## src/rtl/mips_ctrl_pkg.sv

```systemverilog
// Shared encodings for the multi-cycle MIPS control path: FSM states, opcode/funct
// constants and the mux/ALU/extender select codes used by the datapath.
package mips_ctrl_pkg;

  typedef enum logic [3:0] {
    ST_IDLE,
    ST_FETCH,
    ST_DECODE,
    ST_EXEC_R,
    ST_WB_R,
    ST_EXEC_I,
    ST_WB_I,
    ST_ADDR,
    ST_MEM_RD,
    ST_MEM_WR,
    ST_WB_LD,
    ST_BRANCH,
    ST_JUMP
  } state_e;

  localparam logic [5:0] OP_RTYPE = 6'h00;
  localparam logic [5:0] OP_J     = 6'h02;
  localparam logic [5:0] OP_BEQ   = 6'h04;
  localparam logic [5:0] OP_BNE   = 6'h05;
  localparam logic [5:0] OP_ADDI  = 6'h08;
  localparam logic [5:0] OP_SLTI  = 6'h0A;
  localparam logic [5:0] OP_ANDI  = 6'h0C;
  localparam logic [5:0] OP_ORI   = 6'h0D;
  localparam logic [5:0] OP_LUI   = 6'h0F;
  localparam logic [5:0] OP_LW    = 6'h23;
  localparam logic [5:0] OP_SW    = 6'h2B;

  localparam logic [5:0] FN_ADD = 6'h20;
  localparam logic [5:0] FN_SUB = 6'h22;
  localparam logic [5:0] FN_AND = 6'h24;
  localparam logic [5:0] FN_OR  = 6'h25;
  localparam logic [5:0] FN_SLT = 6'h2A;

  typedef enum logic [1:0] {ALU_ADD, ALU_SUB, ALU_FUNCT, ALU_IOP} alu_op_e;
  typedef enum logic [1:0] {PC_ALU, PC_ALUOUT, PC_JUMP, PC_RSVD} pc_src_e;
  typedef enum logic [1:0] {SRCB_REG, SRCB_FOUR, SRCB_IMM, SRCB_IMM_SH2} alu_src_b_e;
  typedef enum logic [1:0] {EXT_SIGN, EXT_ZERO, EXT_LUI, EXT_RSVD} ext_op_e;

  typedef struct packed {
    logic       mem_read;
    logic       mem_write;
    logic       i_or_d;
    pc_src_e    pc_src;
    logic       alu_src_a;
    alu_src_b_e alu_src_b;
    alu_op_e    alu_op;
    ext_op_e    ext_op;
    logic       reg_dst;
    logic       mem_to_reg;
    logic       reg_write;
  } ctrl_t;

  function automatic ext_op_e ext_for_op(logic [5:0] op);
    ext_op_e e;
    e = EXT_SIGN;
    if (op == OP_ANDI || op == OP_ORI) e = EXT_ZERO;
    else if (op == OP_LUI)             e = EXT_LUI;
    return e;
  endfunction

  function automatic logic r_funct_ok(logic [5:0] funct);
    return (funct == FN_ADD) || (funct == FN_SUB) || (funct == FN_AND) ||
           (funct == FN_OR)  || (funct == FN_SLT);
  endfunction

endpackage

```

## src/rtl/mem_wait_timer.sv

```systemverilog
// Counts wait cycles of an outstanding memory request and flags the cycle in which
// the request would exceed MEM_WAIT_MAX cycles without completing.
module mem_wait_timer #(
  parameter int unsigned MEM_WAIT_MAX = 16
) (
  input  logic clk_i,
  input  logic rst_ni,
  input  logic clear_i,
  input  logic enable_i,
  output logic timeout_o
);

  localparam int unsigned CW = $clog2(MEM_WAIT_MAX + 1);
  localparam logic [CW-1:0] LAST = CW'(MEM_WAIT_MAX - 1);

  logic [CW-1:0] count_q, count_d;

  always_comb begin
    count_d = count_q;
    if (clear_i)       count_d = '0;
    else if (enable_i) count_d = count_q + CW'(1);
  end

  always_ff @(posedge clk_i or negedge rst_ni) begin
    if (!rst_ni) count_q <= '0;
    else         count_q <= count_d;
  end

  assign timeout_o = enable_i && !clear_i && (count_q == LAST);

endmodule

```

## src/rtl/multicycle_ctrl.sv

```systemverilog
// Main control FSM of the multi-cycle MIPS core: sequences fetch/decode/execute/memory/
// writeback and drives every datapath mux and enable.
module multicycle_ctrl
  import mips_ctrl_pkg::*;
#(
  parameter int unsigned MEM_WAIT_MAX = 16
) (
  input  logic       clk_i,
  input  logic       rst_i,
  input  logic [5:0] instr_op_i,
  input  logic [5:0] funct_i,
  input  logic       zero_i,
  input  logic       mem_ready_i,
  output logic       mem_read_o,
  output logic       mem_write_o,
  output logic       i_or_d_o,
  output logic       ir_write_o,
  output logic       pc_write_o,
  output logic [1:0] pc_src_o,
  output logic       alu_src_a_o,
  output logic [1:0] alu_src_b_o,
  output logic [1:0] alu_op_o,
  output logic [1:0] ext_op_o,
  output logic       reg_dst_o,
  output logic       mem_to_reg_o,
  output logic       reg_write_o,
  output logic       illegal_o,
  output logic       bus_err_o
);

  state_e state_q, state_d;
  ctrl_t  ctrl_q;
  logic   bus_err_q;
  logic   in_mem, timeout;

  function automatic ctrl_t ctrl_for(state_e st, logic [5:0] op);
    ctrl_t c;
    c = '0;
    case (st)
      ST_FETCH:  begin c.mem_read = 1'b1; c.alu_src_b = SRCB_FOUR; end
      ST_DECODE: c.alu_src_b = SRCB_IMM_SH2;
      ST_EXEC_R: begin c.alu_src_a = 1'b1; c.alu_op = ALU_FUNCT; end
      ST_WB_R:   begin c.reg_dst = 1'b1; c.reg_write = 1'b1; end
      ST_EXEC_I: begin
        c.alu_src_a = 1'b1;
        c.alu_src_b = SRCB_IMM;
        c.alu_op    = ALU_IOP;
        c.ext_op    = ext_for_op(op);
      end
      // Extender mode stays at the EXEC value so the written-back immediate is stable.
      ST_WB_I:   begin c.reg_write = 1'b1; c.ext_op = ext_for_op(op); end
      ST_ADDR:   begin c.alu_src_a = 1'b1; c.alu_src_b = SRCB_IMM; end
      ST_MEM_RD: begin c.mem_read = 1'b1; c.i_or_d = 1'b1; end
      ST_MEM_WR: begin c.mem_write = 1'b1; c.i_or_d = 1'b1; end
      ST_WB_LD:  begin c.mem_to_reg = 1'b1; c.reg_write = 1'b1; end
      ST_BRANCH: begin c.alu_src_a = 1'b1; c.alu_op = ALU_SUB; c.pc_src = PC_ALUOUT; end
      ST_JUMP:   c.pc_src = PC_JUMP;
      default:   ;
    endcase
    return c;
  endfunction

  assign in_mem = (state_q == ST_FETCH) || (state_q == ST_MEM_RD) || (state_q == ST_MEM_WR);

  mem_wait_timer #(
    .MEM_WAIT_MAX(MEM_WAIT_MAX)
  ) u_timer (
    .clk_i    (clk_i),
    .rst_ni   (rst_i),
    .clear_i  (!in_mem || mem_ready_i),
    .enable_i (in_mem && !mem_ready_i),
    .timeout_o(timeout)
  );

  always_comb begin
    state_d = state_q;
    case (state_q)
      ST_IDLE:   if (!bus_err_q) state_d = ST_FETCH;
      ST_FETCH:  if (mem_ready_i) state_d = ST_DECODE;
                 else if (timeout) state_d = ST_IDLE;
      ST_DECODE: begin
        case (instr_op_i)
          OP_RTYPE: state_d = r_funct_ok(funct_i) ? ST_EXEC_R : ST_FETCH;
          OP_ADDI, OP_SLTI, OP_ANDI, OP_ORI, OP_LUI: state_d = ST_EXEC_I;
          OP_LW, OP_SW:   state_d = ST_ADDR;
          OP_BEQ, OP_BNE: state_d = ST_BRANCH;
          OP_J:           state_d = ST_JUMP;
          default:        state_d = ST_FETCH;
        endcase
      end
      ST_EXEC_R: state_d = ST_WB_R;
      ST_EXEC_I: state_d = ST_WB_I;
      ST_ADDR:   state_d = (instr_op_i == OP_LW) ? ST_MEM_RD : ST_MEM_WR;
      ST_MEM_RD: if (mem_ready_i) state_d = ST_WB_LD;
                 else if (timeout) state_d = ST_IDLE;
      ST_MEM_WR: if (mem_ready_i) state_d = ST_FETCH;
                 else if (timeout) state_d = ST_IDLE;
      ST_WB_R, ST_WB_I, ST_WB_LD, ST_BRANCH, ST_JUMP: state_d = ST_FETCH;
      default:   state_d = ST_IDLE;
    endcase
  end

  // Moore controls are registered from the next state so they line up with state_q.
  always_ff @(posedge clk_i or negedge rst_i) begin
    if (!rst_i) begin
      state_q   <= ST_IDLE;
      ctrl_q    <= '0;
      bus_err_q <= 1'b0;
    end else begin
      state_q <= state_d;
      ctrl_q  <= ctrl_for(state_d, instr_op_i);
      if (timeout) bus_err_q <= 1'b1;
    end
  end

  // The only DECODE -> FETCH path is an unsupported opcode/funct.
  assign illegal_o  = (state_q == ST_DECODE) && (state_d == ST_FETCH);
  assign ir_write_o = (state_q == ST_FETCH) && mem_ready_i;
  assign pc_write_o = ((state_q == ST_FETCH) && mem_ready_i) || (state_q == ST_JUMP) ||
                      ((state_q == ST_BRANCH) && ((instr_op_i == OP_BNE) ? !zero_i : zero_i));

  assign mem_read_o   = ctrl_q.mem_read;
  assign mem_write_o  = ctrl_q.mem_write;
  assign i_or_d_o     = ctrl_q.i_or_d;
  assign pc_src_o     = ctrl_q.pc_src;
  assign alu_src_a_o  = ctrl_q.alu_src_a;
  assign alu_src_b_o  = ctrl_q.alu_src_b;
  assign alu_op_o     = ctrl_q.alu_op;
  assign ext_op_o     = ctrl_q.ext_op;
  assign reg_dst_o    = ctrl_q.reg_dst;
  assign mem_to_reg_o = ctrl_q.mem_to_reg;
  assign reg_write_o  = ctrl_q.reg_write;
  assign bus_err_o    = bus_err_q;

endmodule
```

## config.mk

```make
export PLATFORM = sky130hd
export DESIGN_NAME = multicycle_ctrl
export DESIGN_NICKNAME = d
export VERILOG_FILES = /design/src/rtl/mips_ctrl_pkg.sv /design/src/rtl/mem_wait_timer.sv /design/src/rtl/multicycle_ctrl.sv
export SDC_FILE = /design/constraint.sdc
export NUM_CORES = 1
export LEC_CHECK = 0
export BUFFER_PORTS_ARGS = -buffer_cell sky130_fd_sc_hd__clkbuf_2
export CORE_MARGIN = 5
export CORE_UTILIZATION = 35
export DETAILED_ROUTE_END_ITERATION = 10
export PLACE_DENSITY = 0.66
export SKIP_CTS_REPAIR_TIMING = 1
export SLEW_MARGIN = 20
export SYNTH_ARGS = -nofsm -noshare
export SYNTH_HDL_FRONTEND = slang
export SYNTH_HIERARCHICAL = 1
export SYNTH_SLANG_ARGS = --single-unit
```

## constraint.sdc

```tcl
create_clock -name clk_i -period 6 [get_ports clk_i]
set_input_delay 1.2 -clock clk_i [delete_from_list [all_inputs] [get_ports clk_i]]
set_output_delay 1.2 -clock clk_i [all_outputs]
set_load 0.02 [all_outputs]
```

==> flow_metrics.tcl <==
set metrics [dict create \
    drc_errors 0 \
    drt-total-wl_um 2880 \
    ys_seq_area_frac 0.439 \
    clockBufferDepth 2 \
    worstHoldStart "bus_err_o" \
    worstPathArrival_ns 3.68 \
    r2r_slack_ns 3.03 \
    tightest_slew_ns 0.606 \
    drv_slew 0 \
    min_period_ns 4.88 \
    syn-num-nets 159 \
    holdCritPathClass "register to register" \
    synth-warning-count 6 \
    synth_edf_count 0 \
    rows 23 \
    end_kind "output pin" \
    cp_max_fo 9 \
    grt_pass1_wl_um 4980 \
    via_count 1068 \
    p_per_area_mw_per_mm2 390 \
    grt_pass1_vias 1103 \
    whs_endpoint "bus_err_o" \
    detailed_place_hpwl_um 2240 \
    drive_above_1_share 0.294 \
    hold_violations 0 \
    synth_cell_types 44 \
    yosysMostFrequentCell "dfrtp_1" \
    drt_iter0_markers 45 \
    drt-met1-wl_um 1350 \
    overflow 0 \
    synth_area_leaders "dfrtp_1 (44%), nor2_1 (4.7%), buf_6 (3.2%)" \
    slew_headroom 0.596 \
    netlist.area_leader.share 0.439 \
    p_leak_nw 0.817 \
    die_h_um 73.8 \
    cts_sinks 25 \
    rsz0062_at_grt "false" \
    wl_met3_um 144 \
    maxCapViolations 0 \
    syn_inst 141 \
    rr_endpoint "ext_op_o[0]" \
    antennaDiodeCount 0 \
    ios 35 \
    grtUsageTotal 0.116 \
    die_area_mm2 0.00545 \
    worst-setup-path-type "input pin to output pin" \
    area_growth_pct 14.8 \
    top_layer_used "met4" \
    setup_violations 0 \
    yosysTopAreaCell "dfrtp_1" \
    cts_tree "yes" \
    antenna_found_initial 0 \
    ys_ff_latch 25 \
    status "completed" \
    route.detailed.vias_per_inst 4.85 \
    die_w_um 73.8 \
    place.gp.congestion 0.813 \
    whs_path_depth 1 \
    drt_first_pass_iters 4 \
    ant_nets 0 \
    cp-start-kind "input pin" \
    wl_met2_um 1340 \
    initial_utilization 0.359 \
    fin_nets 189 \
    synth.top_cells.by_count "dfrtp_1 (25), nor2_1 (18), nand2_1 (9)" \
    clock-root-buffer "clkbuf_8" \
    synth_area_per_cell_um2 10.1 \
    wl_per_cell_um 13.1 \
    core_area_mm2 0.00397 \
    cts_buffers 3 \
    path_clk_slew_ns 0.08 \
    fin_skew_ns 0.00572 \
    fmax_mhz 205 \
    tns_ns 0 \
    cts-htree-levels 1 \
    period_share 0.813 \
    grt_start_max_net_pins 26 \
    synth-main-ff-cell "dfrtp_1" \
    reg2reg_from "state_q[1]" \
    clk_latency_ns 0.27 \
    port_buffers 34 \
    r2r_cells 9 \
    cp.required_ns 4.80 \
    ir_drop_uv 103 \
    synthArstFlopShare 1.00 \
    p_total_mw 0.638 \
    syn-cell-area_mm2 0.00143 \
]
## layout by cell type (no fill, tap or decap), types with 3 or more instances in the layout
cell and n:
nor3_1 3, nor2_1 18, nor2b_1 5, o21ai_0 4, nand2_1 9, nand3_1 5, a21oi_1 6, xnor2_1 3
o21ai_1 4, inv_1 6, clkbuf_8 3, mux2i_1 4, nand3b_1 4, dfrtp_1 25, clkbuf_2 34
## critical path: stages
cell and delay, ns:
clkbuf_2 0.13, or4_1 0.63, inv_1 0.30, nand2_1 0.11
nor2_1 0.17, mux2i_1 0.10, nand3_1 0.10, o311a_1 0.45
nand4_1 0.18, nor2_1 0.13, clkbuf_2 0.18
## per-stage QoR
step	utilization	cells	setup WS, ns	hold slack (ns)	cell area (um^2)
2_1_floorplan	-	141	1.73	0.516	1430
6_report	0.412	220	1.12	0.530	1640
4_1_cts	0.412	220	1.10	0.544	1640
3_5_place_dp	0.400	216	1.10	0.523	1590
3_3_place_gp	0.400	216	1.22	0.523	1590
5_1_grt	0.412	220	0.895	0.567	1640
## area by class of cell
class                      instances  area (um^2)
inverter                           8         35.0
tap                               50         62.6
multi-input combinational         99          696
sequential                        25          626
fill                             403         2330
clock buffer                       3         41.3
timing repair buffer              34          170
clock inverter                     1         7.51
## routing by layer
layer / track usage / up-vias
met1: 0.147 / 491
met2: 0.193 / 26
li1: - / 547
met4: 0.0423 / 0
met5: 0 / -
met3: 0.0260 / 4
## where the power goes
group          internal (mW)  switching (mW)  total, mW  leakage (nW)
clock                 0.0470          0.0533      0.100        0.0217
sequential             0.208          0.0406      0.249         0.337
combinational          0.107           0.182      0.289         0.458
total                  0.362           0.276      0.638         0.817
## cell families after synthesis
kind of cell,share of synthesized area
mux,0.0386
xor+xnor,0.0246
buf+inv,0.0737
fa+ha+maj,0.0175
flops,0.439
compound gates,0.119
simple gates,0.288
## worst max-delay path by stage
stage	start	cells past startpoint	endpoint
6_report	mem_ready_i	11	illegal_o
5_1_grt	mem_ready_i	11	illegal_o
4_1_cts	mem_ready_i	11	illegal_o
3_5_place_dp	mem_ready_i	11	illegal_o
3_3_place_gp	mem_ready_i	11	illegal_o
2_1_floorplan	mem_ready_i	11	illegal_o
## sequential cells by signal, summed over array words and instances, names as in the netlist
register and flops:
alu_src_b_o 2, reg_write_o 1, mem_write_o 1, alu_op_o 2, pc_src_o 2, ext_op_o 2, i_or_d_o 1, reg_dst_o 1
u_timer/count_q 5, bus_err_o 1, mem_read_o 1, alu_src_a_o 1, state_q 4, mem_to_reg_o 1
Power figures use the tool's default switching activity.
